<file path="src/rtl/pipe_hazard_sequencer_if.sv">
// Hazard sequencer bus: the pipeline reports stage status and the
// sequencer returns hold/squash controls and its monitors.
interface pipe_hazard_sequencer_if #(
  parameter int ADDR_W = 5,
  parameter int CNT_W  = 16
);
  logic              m_req;
  logic              m_ready;
  logic              m_branch_taken;
  logic              x_is_load;
  logic [ADDR_W-1:0] x_dst;
  logic [ADDR_W-1:0] d_rs;
  logic [ADDR_W-1:0] d_rt;
  logic              d_use_rs;
  logic              d_use_rt;
  logic              pc_stall;
  logic              pc_redirect;
  logic              fd_stall;
  logic              fd_bubble;
  logic              dx_stall;
  logic              dx_bubble;
  logic              xm_stall;
  logic              xm_bubble;
  logic              mw_bubble;
  logic              mem_err;
  logic [CNT_W-1:0]  stall_cycles;

  modport slave (
    input  m_req, m_ready, m_branch_taken, x_is_load, x_dst, d_rs, d_rt,
           d_use_rs, d_use_rt,
    output pc_stall, pc_redirect, fd_stall, fd_bubble, dx_stall, dx_bubble,
           xm_stall, xm_bubble, mw_bubble, mem_err, stall_cycles
  );

  modport master (
    output m_req, m_ready, m_branch_taken, x_is_load, x_dst, d_rs, d_rt,
           d_use_rs, d_use_rt,
    input  pc_stall, pc_redirect, fd_stall, fd_bubble, dx_stall, dx_bubble,
           xm_stall, xm_bubble, mw_bubble, mem_err, stall_cycles
  );
endinterface

</file>
<file path="src/rtl/pipe_hazard_sequencer.sv">
// Central stall/bubble sequencer for the 5-stage pipeline. Resolves
// memory waits in M, taken branches in M and load-use between X and D,
// and counts stall cycles. Controls are combinational from state+inputs.
module pipe_hazard_sequencer #(
  parameter int ADDR_W       = 5,
  parameter int FLUSH_CYCLES = 1,
  parameter int MEM_TIMEOUT  = 255,
  parameter int CNT_W        = 16
) (
  input  logic                   clk,
  input  logic                   rst_n,
  pipe_hazard_sequencer_if.slave bus
);
  localparam logic [1:0] RUN      = 2'd0;
  localparam logic [1:0] MEM_WAIT = 2'd1;
  localparam logic [1:0] FLUSH    = 2'd2;

  localparam int TW = $clog2(MEM_TIMEOUT + 1);
  localparam int FW = (FLUSH_CYCLES > 1) ? $clog2(FLUSH_CYCLES + 1) : 1;
  localparam logic [TW-1:0] TMO_MAX   = TW'(MEM_TIMEOUT);
  localparam logic [FW-1:0] FLUSH_LD  = FW'(FLUSH_CYCLES - 1);

  logic [1:0]       state, state_d;
  logic [TW-1:0]    tmo_cnt, tmo_d;
  logic [FW-1:0]    flush_cnt, flush_d;
  logic             mem_err_q, err_set;
  logic [CNT_W-1:0] stall_cnt;

  logic ld_use, mem_miss;
  logic c_pc_stall, c_pc_redirect, c_fd_stall, c_fd_bubble, c_dx_stall;
  logic c_dx_bubble, c_xm_stall, c_xm_bubble, c_mw_bubble;

  // r0 is hardwired, so a load targeting it never creates a dependency
  assign ld_use = bus.x_is_load && (bus.x_dst != ADDR_W'(0)) &&
                  ((bus.d_use_rs && (bus.d_rs == bus.x_dst)) ||
                   (bus.d_use_rt && (bus.d_rt == bus.x_dst)));
  assign mem_miss = bus.m_req && !bus.m_ready;

  // Next-state and raw control decode; priority mem wait > branch > load-use
  always_comb begin
    state_d       = state;
    tmo_d         = tmo_cnt;
    flush_d       = flush_cnt;
    err_set       = 1'b0;
    c_pc_stall    = 1'b0;
    c_pc_redirect = 1'b0;
    c_fd_stall    = 1'b0;
    c_fd_bubble   = 1'b0;
    c_dx_stall    = 1'b0;
    c_dx_bubble   = 1'b0;
    c_xm_stall    = 1'b0;
    c_xm_bubble   = 1'b0;
    c_mw_bubble   = 1'b0;
    case (state)
      RUN: begin
        if (mem_miss) begin
          {c_pc_stall, c_fd_stall, c_dx_stall, c_xm_stall, c_mw_bubble} = '1;
          tmo_d   = TW'(1);
          state_d = MEM_WAIT;
        end else if (bus.m_branch_taken) begin
          {c_pc_redirect, c_fd_bubble, c_dx_bubble, c_xm_bubble} = '1;
          if (FLUSH_CYCLES > 1) begin
            state_d = FLUSH;
            flush_d = FLUSH_LD;
          end
        end else if (ld_use) begin
          {c_pc_stall, c_fd_stall, c_dx_bubble} = '1;
        end
      end
      MEM_WAIT: begin
        if (bus.m_ready) begin
          state_d = RUN;
        end else if (tmo_cnt < TMO_MAX) begin
          {c_pc_stall, c_fd_stall, c_dx_stall, c_xm_stall, c_mw_bubble} = '1;
          tmo_d = tmo_cnt + TW'(1);
        end else begin
          // abort: let the pipe move on and squash the dead access in MW
          err_set     = 1'b1;
          c_mw_bubble = 1'b1;
          state_d     = RUN;
        end
      end
      FLUSH: begin
        if (mem_miss) begin
          {c_pc_stall, c_fd_stall, c_dx_stall, c_xm_stall, c_mw_bubble} = '1;
          tmo_d   = TW'(1);
          state_d = MEM_WAIT;
        end else begin
          c_fd_bubble = 1'b1;
          if (flush_cnt == FW'(1)) state_d = RUN;
          else                     flush_d = flush_cnt - FW'(1);
        end
      end
      default: state_d = RUN;
    endcase
  end

  // Reset forces every register to squash and nothing to hold
  assign bus.pc_stall     = rst_n & c_pc_stall;
  assign bus.pc_redirect  = rst_n & c_pc_redirect;
  assign bus.fd_stall     = rst_n & c_fd_stall;
  assign bus.dx_stall     = rst_n & c_dx_stall;
  assign bus.xm_stall     = rst_n & c_xm_stall;
  assign bus.fd_bubble    = !rst_n | c_fd_bubble;
  assign bus.dx_bubble    = !rst_n | c_dx_bubble;
  assign bus.xm_bubble    = !rst_n | c_xm_bubble;
  assign bus.mw_bubble    = !rst_n | c_mw_bubble;
  assign bus.mem_err      = mem_err_q;
  assign bus.stall_cycles = stall_cnt;

  // FSM, wait/flush counters and sticky error
  always_ff @(posedge clk or negedge rst_n) begin
    if (!rst_n) begin
      state     <= RUN;
      tmo_cnt   <= '0;
      flush_cnt <= '0;
      mem_err_q <= 1'b0;
    end else begin
      state     <= state_d;
      tmo_cnt   <= tmo_d;
      flush_cnt <= flush_d;
      if (err_set) mem_err_q <= 1'b1;
    end
  end

  // Saturating stall-cycle counter
  always_ff @(posedge clk or negedge rst_n) begin
    if (!rst_n)                                       stall_cnt <= '0;
    else if (c_pc_stall && (stall_cnt != {CNT_W{1'b1}})) stall_cnt <= stall_cnt + CNT_W'(1);
  end
endmodule

</file>
<file path="src/flat_wrapper.sv">
// flat-port wrapper written by rule: the top's interface ports become plain ports
module pipe_hazard_sequencer_flat 
#(
  parameter int ADDR_W       = 5,
  parameter int FLUSH_CYCLES = 1,
  parameter int MEM_TIMEOUT  = 255,
  parameter int CNT_W        = 16
)
  (clk, rst_n, bus_m_req, bus_m_ready, bus_m_branch_taken, bus_x_is_load, bus_x_dst, bus_d_rs, bus_d_rt, bus_d_use_rs, bus_d_use_rt, bus_pc_stall, bus_pc_redirect, bus_fd_stall, bus_fd_bubble, bus_dx_stall, bus_dx_bubble, bus_xm_stall, bus_xm_bubble, bus_mw_bubble, bus_mem_err, bus_stall_cycles);
  pipe_hazard_sequencer_if #(.ADDR_W(ADDR_W), .CNT_W(CNT_W)) bus_i ();
  input  logic clk;
  input  logic rst_n;
  input wire logic [$bits(bus_i.m_req)-1:0] bus_m_req;
  input wire logic [$bits(bus_i.m_ready)-1:0] bus_m_ready;
  input wire logic [$bits(bus_i.m_branch_taken)-1:0] bus_m_branch_taken;
  input wire logic [$bits(bus_i.x_is_load)-1:0] bus_x_is_load;
  input wire logic [$bits(bus_i.x_dst)-1:0] bus_x_dst;
  input wire logic [$bits(bus_i.d_rs)-1:0] bus_d_rs;
  input wire logic [$bits(bus_i.d_rt)-1:0] bus_d_rt;
  input wire logic [$bits(bus_i.d_use_rs)-1:0] bus_d_use_rs;
  input wire logic [$bits(bus_i.d_use_rt)-1:0] bus_d_use_rt;
  output wire logic [$bits(bus_i.pc_stall)-1:0] bus_pc_stall;
  output wire logic [$bits(bus_i.pc_redirect)-1:0] bus_pc_redirect;
  output wire logic [$bits(bus_i.fd_stall)-1:0] bus_fd_stall;
  output wire logic [$bits(bus_i.fd_bubble)-1:0] bus_fd_bubble;
  output wire logic [$bits(bus_i.dx_stall)-1:0] bus_dx_stall;
  output wire logic [$bits(bus_i.dx_bubble)-1:0] bus_dx_bubble;
  output wire logic [$bits(bus_i.xm_stall)-1:0] bus_xm_stall;
  output wire logic [$bits(bus_i.xm_bubble)-1:0] bus_xm_bubble;
  output wire logic [$bits(bus_i.mw_bubble)-1:0] bus_mw_bubble;
  output wire logic [$bits(bus_i.mem_err)-1:0] bus_mem_err;
  output wire logic [$bits(bus_i.stall_cycles)-1:0] bus_stall_cycles;
  assign bus_i.m_req = bus_m_req;
  assign bus_i.m_ready = bus_m_ready;
  assign bus_i.m_branch_taken = bus_m_branch_taken;
  assign bus_i.x_is_load = bus_x_is_load;
  assign bus_i.x_dst = bus_x_dst;
  assign bus_i.d_rs = bus_d_rs;
  assign bus_i.d_rt = bus_d_rt;
  assign bus_i.d_use_rs = bus_d_use_rs;
  assign bus_i.d_use_rt = bus_d_use_rt;
  assign bus_pc_stall = bus_i.pc_stall;
  assign bus_pc_redirect = bus_i.pc_redirect;
  assign bus_fd_stall = bus_i.fd_stall;
  assign bus_fd_bubble = bus_i.fd_bubble;
  assign bus_dx_stall = bus_i.dx_stall;
  assign bus_dx_bubble = bus_i.dx_bubble;
  assign bus_xm_stall = bus_i.xm_stall;
  assign bus_xm_bubble = bus_i.xm_bubble;
  assign bus_mw_bubble = bus_i.mw_bubble;
  assign bus_mem_err = bus_i.mem_err;
  assign bus_stall_cycles = bus_i.stall_cycles;
  pipe_hazard_sequencer #(.ADDR_W(ADDR_W), .FLUSH_CYCLES(FLUSH_CYCLES), .MEM_TIMEOUT(MEM_TIMEOUT), .CNT_W(CNT_W)) u_core (.clk(clk), .rst_n(rst_n), .bus(bus_i));
endmodule
</file>
<file path="config.mk">
export PLATFORM = sky130hd
export DESIGN_NAME = pipe_hazard_sequencer_flat
export DESIGN_NICKNAME = d
export VERILOG_FILES = /design/src/rtl/pipe_hazard_sequencer_if.sv /design/src/rtl/pipe_hazard_sequencer.sv /design/src/flat_wrapper.sv
export SDC_FILE = /design/constraint.sdc
export NUM_CORES = 1
export LEC_CHECK = 0
export BUFFER_PORTS_ARGS = -buffer_cell sky130_fd_sc_hd__buf_2
export CORE_MARGIN = 4
export CORE_UTILIZATION = 54
export CTS_CLUSTER_SIZE = 16
export DETAILED_ROUTE_END_ITERATION = 10
export GPL_TIMING_DRIVEN = 1
export PLACE_DENSITY = 0.95
export SYNTH_ARGS = -nofsm -noshare
export SYNTH_HDL_FRONTEND = slang
export SYNTH_SLANG_ARGS = --single-unit
</file>
<file path="constraint.sdc">
create_clock -name clk -period 6.05 [get_ports clk]
set_input_delay 0.9075 -clock clk [delete_from_list [all_inputs] [get_ports clk]]
set_output_delay 0.9075 -clock clk [all_outputs]
set_load 0.005 [all_outputs]
</file>
# --- Word-level counts from Yosys, hierarchy flattened ---
# Cells that the tools add are included.
totals:
  reg_bits: 28
  out_inout_bits: 26
op_classes:
  addsub: 3
  magnitude_cmp: 1
  n_eq_ne: 11
  muxes: 32
  bitwise_logic: 8
  n_reduce_logical: 16
op_table:
  columns: ["op", "count"]
  rows:
  - ["two-way mux 8 bit", 3]
  - ["two-way mux 1 bit", 18]
  - ["adder 16 x 1 -> 16 bit, second input constant", 1]
  - ["inequality test 16 bit, second input constant", 1]
  - ["case mux 8 bit (2 select lines)", 1]
  - ["equality test 5 bit", 2]
  - ["two-way mux 2 bit", 5]
  - ["adder 8 x 1 -> 8 bit, second input constant", 1]
  - ["less-than comparator 8 bit, second input constant", 1]
  - ["logical AND 1 bit", 6]
  - ["inequality test 2 x 1 -> 1 bit, second input constant", 3]
  - ["case mux 1 bit (2 select lines)", 3]
  - ["case mux 2 bit (3 select lines)", 1]
  - ["nonzero test 5 bit", 1]
  - ["OR 1 bit", 4]
  - ["AND reduction 4 bit", 1]
  - ["AND 1 bit", 3]
  - ["inequality test 3 x 1 -> 1 bit, second input constant", 1]
  - ["inequality test 3 bit, second input constant", 1]
  - ["case mux 1 bit (3 select lines)", 1]
  - ["AND reduction 3 bit", 1]
  - ["equality test 2 x 1 -> 1 bit, second input constant", 1]
  - ["equality test 2 bit, second input constant", 1]
  - ["zero test 1 bit", 2]
  - ["8 further kinds", 8]

# --- Logic depth before layout (Yosys ltp) ---
logic_depth:
  word_depth: 9
  ltp_mapped: 9
  mapped_depth_nobuf: 8

# --- Least setup slack after synthesis ---
# Ideal clock, no wire load.
synth_path:
  path_type: "in2out"
  from: "in bus_x_dst[0]"
  to: "out bus_pc_stall"
  arrival_ns: 2.177
  required_ns: 5.142
  setup_slack_ns: 2.965
  path_stages: 7
  cell_sequence: "or4_1 > o21ai_1 > inv_1 > a31oi_4 > buf_6 > nor2b_1 > buf_4"
synth_via:
  elab_chain_cells: 9
  elab_cells_between_ends: 13
  classes_between: "2 x eq/ne; 4 x mux; 1 x bitwise; 6 x reduce/logical"
synth_lines:
  columns: ["element", "line", "source"]
  rows:
  - ["start: declaration", "flat_wrapper.sv:17", "input wire logic [$bits(bus_i.x_dst)-1:0] bus_x_dst;"]
  - ["equality test 5 bit (on tied branches)", "pipe_hazard_sequencer.sv:35, pipe_hazard_sequencer.sv:36", null]
  - ["logical AND 1 bit (on tied branches)", "pipe_hazard_sequencer.sv:35, pipe_hazard_sequencer.sv:36", null]
  - ["logical OR 1 bit", "pipe_hazard_sequencer.sv:35", "((bus.d_use_rs && (bus.d_rs == bus.x_dst)) ||"]
  - ["logical AND 1 bit *", "pipe_hazard_sequencer.sv:34", "assign ld_use = bus.x_is_load && (bus.x_dst != ADDR_W'(0)) &&"]
  - ["two-way mux 1 bit * (3 in series)", null, null]
  - ["case mux 1 bit (3 select lines) *", null, null]
  - ["AND 1 bit *", null, null]
  - ["end: declaration", "flat_wrapper.sv:22", "output wire logic [$bits(bus_i.pc_stall)-1:0] bus_pc_stall;"]
# Every way passes the cells marked *; elsewhere a longest branch is shown, timed or not.

# --- Worst setup path after layout ---
layout_path:
  from: "in bus_x_dst[0]"
  to: "out bus_pc_stall"
layout_via:
  elab_chain_cells: 9
  elab_cells_between_ends: 13
  classes_between: "2 x eq/ne; 4 x mux; 1 x bitwise; 6 x reduce/logical"
layout_lines:
  columns: ["element", "line", "source"]
  rows:
  - ["equality test 5 bit (on tied branches)", "pipe_hazard_sequencer.sv:35, pipe_hazard_sequencer.sv:36", null]
  - ["logical AND 1 bit (on tied branches)", "pipe_hazard_sequencer.sv:35, pipe_hazard_sequencer.sv:36", null]
  - ["logical OR 1 bit", "pipe_hazard_sequencer.sv:35", null]
  - ["logical AND 1 bit *", "pipe_hazard_sequencer.sv:34", null]
  - ["two-way mux 1 bit *", "pipe_hazard_sequencer.sv:66", "end else if (ld_use) begin"]
  - ["two-way mux 1 bit *", "pipe_hazard_sequencer.sv:60", "end else if (bus.m_branch_taken) begin"]
  - ["two-way mux 1 bit *", "pipe_hazard_sequencer.sv:56", "if (mem_miss) begin"]
  - ["case mux 1 bit (3 select lines) *", "pipe_hazard_sequencer.sv:54", "case (state)"]
  - ["AND 1 bit *", "pipe_hazard_sequencer.sv:99", "assign bus.pc_stall = rst_n & c_pc_stall;"]
# Marked as above.

==> run_results.csv <==
group,metric,value,unit
logic_synthesis,synth_top_area_frac,0.440,
hold_path,hold_class,"reg -> reg",
worst_setup_path,path_common_cell,"buf_2",
sta,finClkSkew,0.00324,ns
hold_path,hold_depth,1,
grt,overflow,0,
worst_setup_path,path_cells,"buf_2 -> or4_1 -> o21ai_1 -> inv_1 -> a31oi_4 -> nor2b_1 -> buf_2",
grt,grt_pass1_vias,1206,
power_and_ir_drop,p_sw,145,µW
logic_synthesis,yosysSeqAreaShare,0.440,
power_and_ir_drop,p_leak,0.868,nW
sta,fin_crit,3.31,ns
logic_synthesis,synth-simple-area-share,0.250,
worst_setup_path,reg2reg_to,"u_core.bus.stall_cycles[1]",
logic_synthesis,ys_async_sr_fraction,1.00,
drt,dr.pass1.iters,4,
power_and_ir_drop,vdd_drop_max,0.000217,V
drt,drt_iter0_markers,56,
worst_setup_path,start_kind,"primary input",
logic_synthesis,synth_top_cell_by_area,"dfrtp_1",
cts,worstSkewPairLatency,0.31,ns
drt,drc,0,
power_and_ir_drop,combPwrFrac,0.289,
placement,hpwl,2460,µm
worst_setup_path,rr_startpoint,"u_core.tmo_cnt[0]",
cts,post_cts_buffers,0,
logic_synthesis,synthTopCellsByCount,"dfrtp_1 (26), nand2_1 (18), xnor2_1 (16)",
sta,rsz0062_at_grt,"false",
worst_setup_path,crit_path_end_kind,"primary output",
logic_synthesis,netlist_instances,152,
final_layout,diodes,0,
drt,via_per_inst,5.52,
cts,cts_sinks,26,
drt,wl,3100,µm
worst_setup_path,slowest_stage,"or4_1",
grt,track_usage,0.189,
logic_synthesis,ys_seq_elements,26,
logic_synthesis,synth_compound_area_frac,0.0609,
worst_setup_path,path_delay_family,"simple AND/OR/NAND/NOR gates",
logic_synthesis,ys_warn_count,0,
worst_setup_path,crit_arrival,2.40,ns
grt,grt_antenna_before_repair,0,
run_status,status,"complete, no violations",
drt,ant_nets,0,
logic_synthesis,synth.area.top_cells,"dfrtp_1 (44%), xnor2_1 (9.5%), xor2_1 (8.9%)",
sta,max_freq,0.302,GHz
die,design.die.area,3640,µm²
worst_setup_path,cp_data_required_time,5.14,ns
cts,numCtsBuffers,3,
final_layout,final_nets,224,
die,ios,49,
cts,clk_pin_slew,0.13,ns
logic_synthesis,post_synth.cell_area_avg,9.73,µm²
logic_synthesis,synth_most_common_cell,"dfrtp_1",
grt,grt_pass1_wl,5220,µm
final_layout,fillers,225,
sta,finalSetupViolCount,0,
logic_synthesis,synth_edf_count,0,
hold_path,worstHoldEndpoint,"u_core.bus.mem_err",
cts,cts_tree,"done",
cts,ctsLongestPathBuffers,2,
cts,htree_levels,1,
worst_setup_path,ff2ff_path_depth,8,
power_and_ir_drop,pwr-share-clk,0.164,
cts,cts_resized,0,
sta,fin_tns_setup,0,ns
die,die_height,60.3,µm
grt,grt_max_degree,32,
sta,tightest_slew,0.647,ns
logic_synthesis,synthAdderAreaFrac,0.0169,
sta,slew_headroom,0.569,
power_and_ir_drop,swShare,0.330,
hold_path,min_from,"u_core.bus.mem_err",
cts,postCtsHoldBufs,0,
power_and_ir_drop,power,437,µW
logic_synthesis,synthXorXnorAreaFrac,0.184,
worst_setup_path,cpPeakStageDelay,0.52,ns
logic_synthesis,yosys.cell_types.count,35,
die,start_util,0.581,
die,coreArea,2540,µm²
worst_setup_path,rrSetupSlack,3.74,ns
worst_setup_path,crit_buf_inv,3,
power_and_ir_drop,seq_power_share,0.547,
placement,portBuffers,48,
drt,wl_per_cell,13.6,µm
power_and_ir_drop,p_int,293,µW
worst_setup_path,critical_path_class,"in -> out",
drt,num_vias,1252,
logic_synthesis,synth_mux_area_frac,0.0102,
sta,slew_viol_final,0,
logic_synthesis,synth_nets,177,
logic_synthesis,synth-main-ff-cell,"dfrtp_1",
sta,period_share,0.547,
final_layout,drive_gt1_frac,0.299,
placement,gp_congestion,0.822,
power_and_ir_drop,p_per_area,252,nW/µm²
sta,finalHoldViolCount,0,
die,die_w,60.3,µm
final_layout,area_growth,17.2,%
cts,root_buffer,"clkbuf_4",
die,num_rows,18,
logic_synthesis,synth_top_family_by_area,"simple AND/OR/NAND/NOR gates",
logic_synthesis,netlist_area,1480,µm²
worst_setup_path,cp_max_fo,16,
flow_run,max_cap_viol_count,0,
registers in the layout (all words and copies together), names as in the netlist:
| signal | flops |
|---|---|
| u_core.bus.stall_cycles | 16 |
| u_core.state | 1 |
| u_core.tmo_cnt | 8 |
| u_core.bus.mem_err | 1 |
power by group through the flow:
stage | sequential [mW] | clock [mW] | combinational, mW
after floorplan | 0.239 | 0 | 0.0726
after detailed placement | 0.243 | 0 | 0.129
final | 0.239 | 0.0716 | 0.126
after CTS | 0.240 | 0.0718 | 0.129
after global routing | 0.244 | 0.0798 | 0.142
after global placement | 0.240 | 0 | 0.122
kinds of logic (layout without fill, tap and decap cells):
| logic type | Yosys count | in the layout |
|---|---|---|
| simple gates | 72 | 72 |
| buf+inv | 9 | 54 |
| fa+ha+maj | 2 | 2 |
| xor+xnor | 31 | 31 |
| flops | 26 | 26 |
| mux | 1 | 1 |
| compound gates | 11 | 11 |
per-stage QoR:
| step | hold slack (ns) | cells | cell area (µm²) | utilization | worst slack [ns] |
|---|---|---|---|---|---|
| after detailed placement | 0.454 | 224 | 1710 | 0.672 | 2.73 |
| after global routing | 0.518 | 227 | 1730 | 0.681 | 2.61 |
| after global placement | 0.443 | 224 | 1710 | 0.672 | 2.74 |
| after floorplan | 0.451 | 152 | 1480 | - | 2.97 |
| final | 0.484 | 227 | 1730 | 0.681 | 2.74 |
| after CTS | 0.487 | 227 | 1730 | 0.681 | 2.73 |
placed cells by master (no fill, tap or decap), types with 5 or more instances in the layout:
cell / instances
buf_2: 48
dfrtp_1: 26
nand2_1: 18
nand3_1: 6
nor2_1: 13
nor2b_1: 5
nor3_1: 9
xnor2_1: 16
xor2_1: 15
routing by layer:
metal | share of wire | global-route usage
met5 | 0 | 0
met4 | 0.012 | 0.0601
met3 | 0.067 | 0.0170
met2 | 0.49 | 0.338
met1 | 0.43 | 0.240
worst max-delay path by stage:
stage,start,slack [ns],end,cells past startpoint
after floorplan,bus_x_dst[0],2.97,bus_pc_stall,7
after global placement,bus_x_dst[0],2.74,bus_fd_stall,7
after detailed placement,bus_x_dst[0],2.73,bus_pc_stall,7
after CTS,bus_x_dst[0],2.73,bus_pc_stall,7
after global routing,u_core.tmo_cnt[0],2.61,bus_pc_stall,8
final,bus_x_dst[0],2.74,bus_pc_stall,7
cell type report:
type                    instances  area, µm²  share of cell area
flip-flops and latches         26        651               0.375
multi-input cells             117        771               0.445
repair buffers                 48        240               0.139
well taps                      30       37.5              0.0217
clock buffers                   3       22.5              0.0130
inverters                       3       11.3             0.00650
No activity file was read; power rests on OpenSTA's default activity.
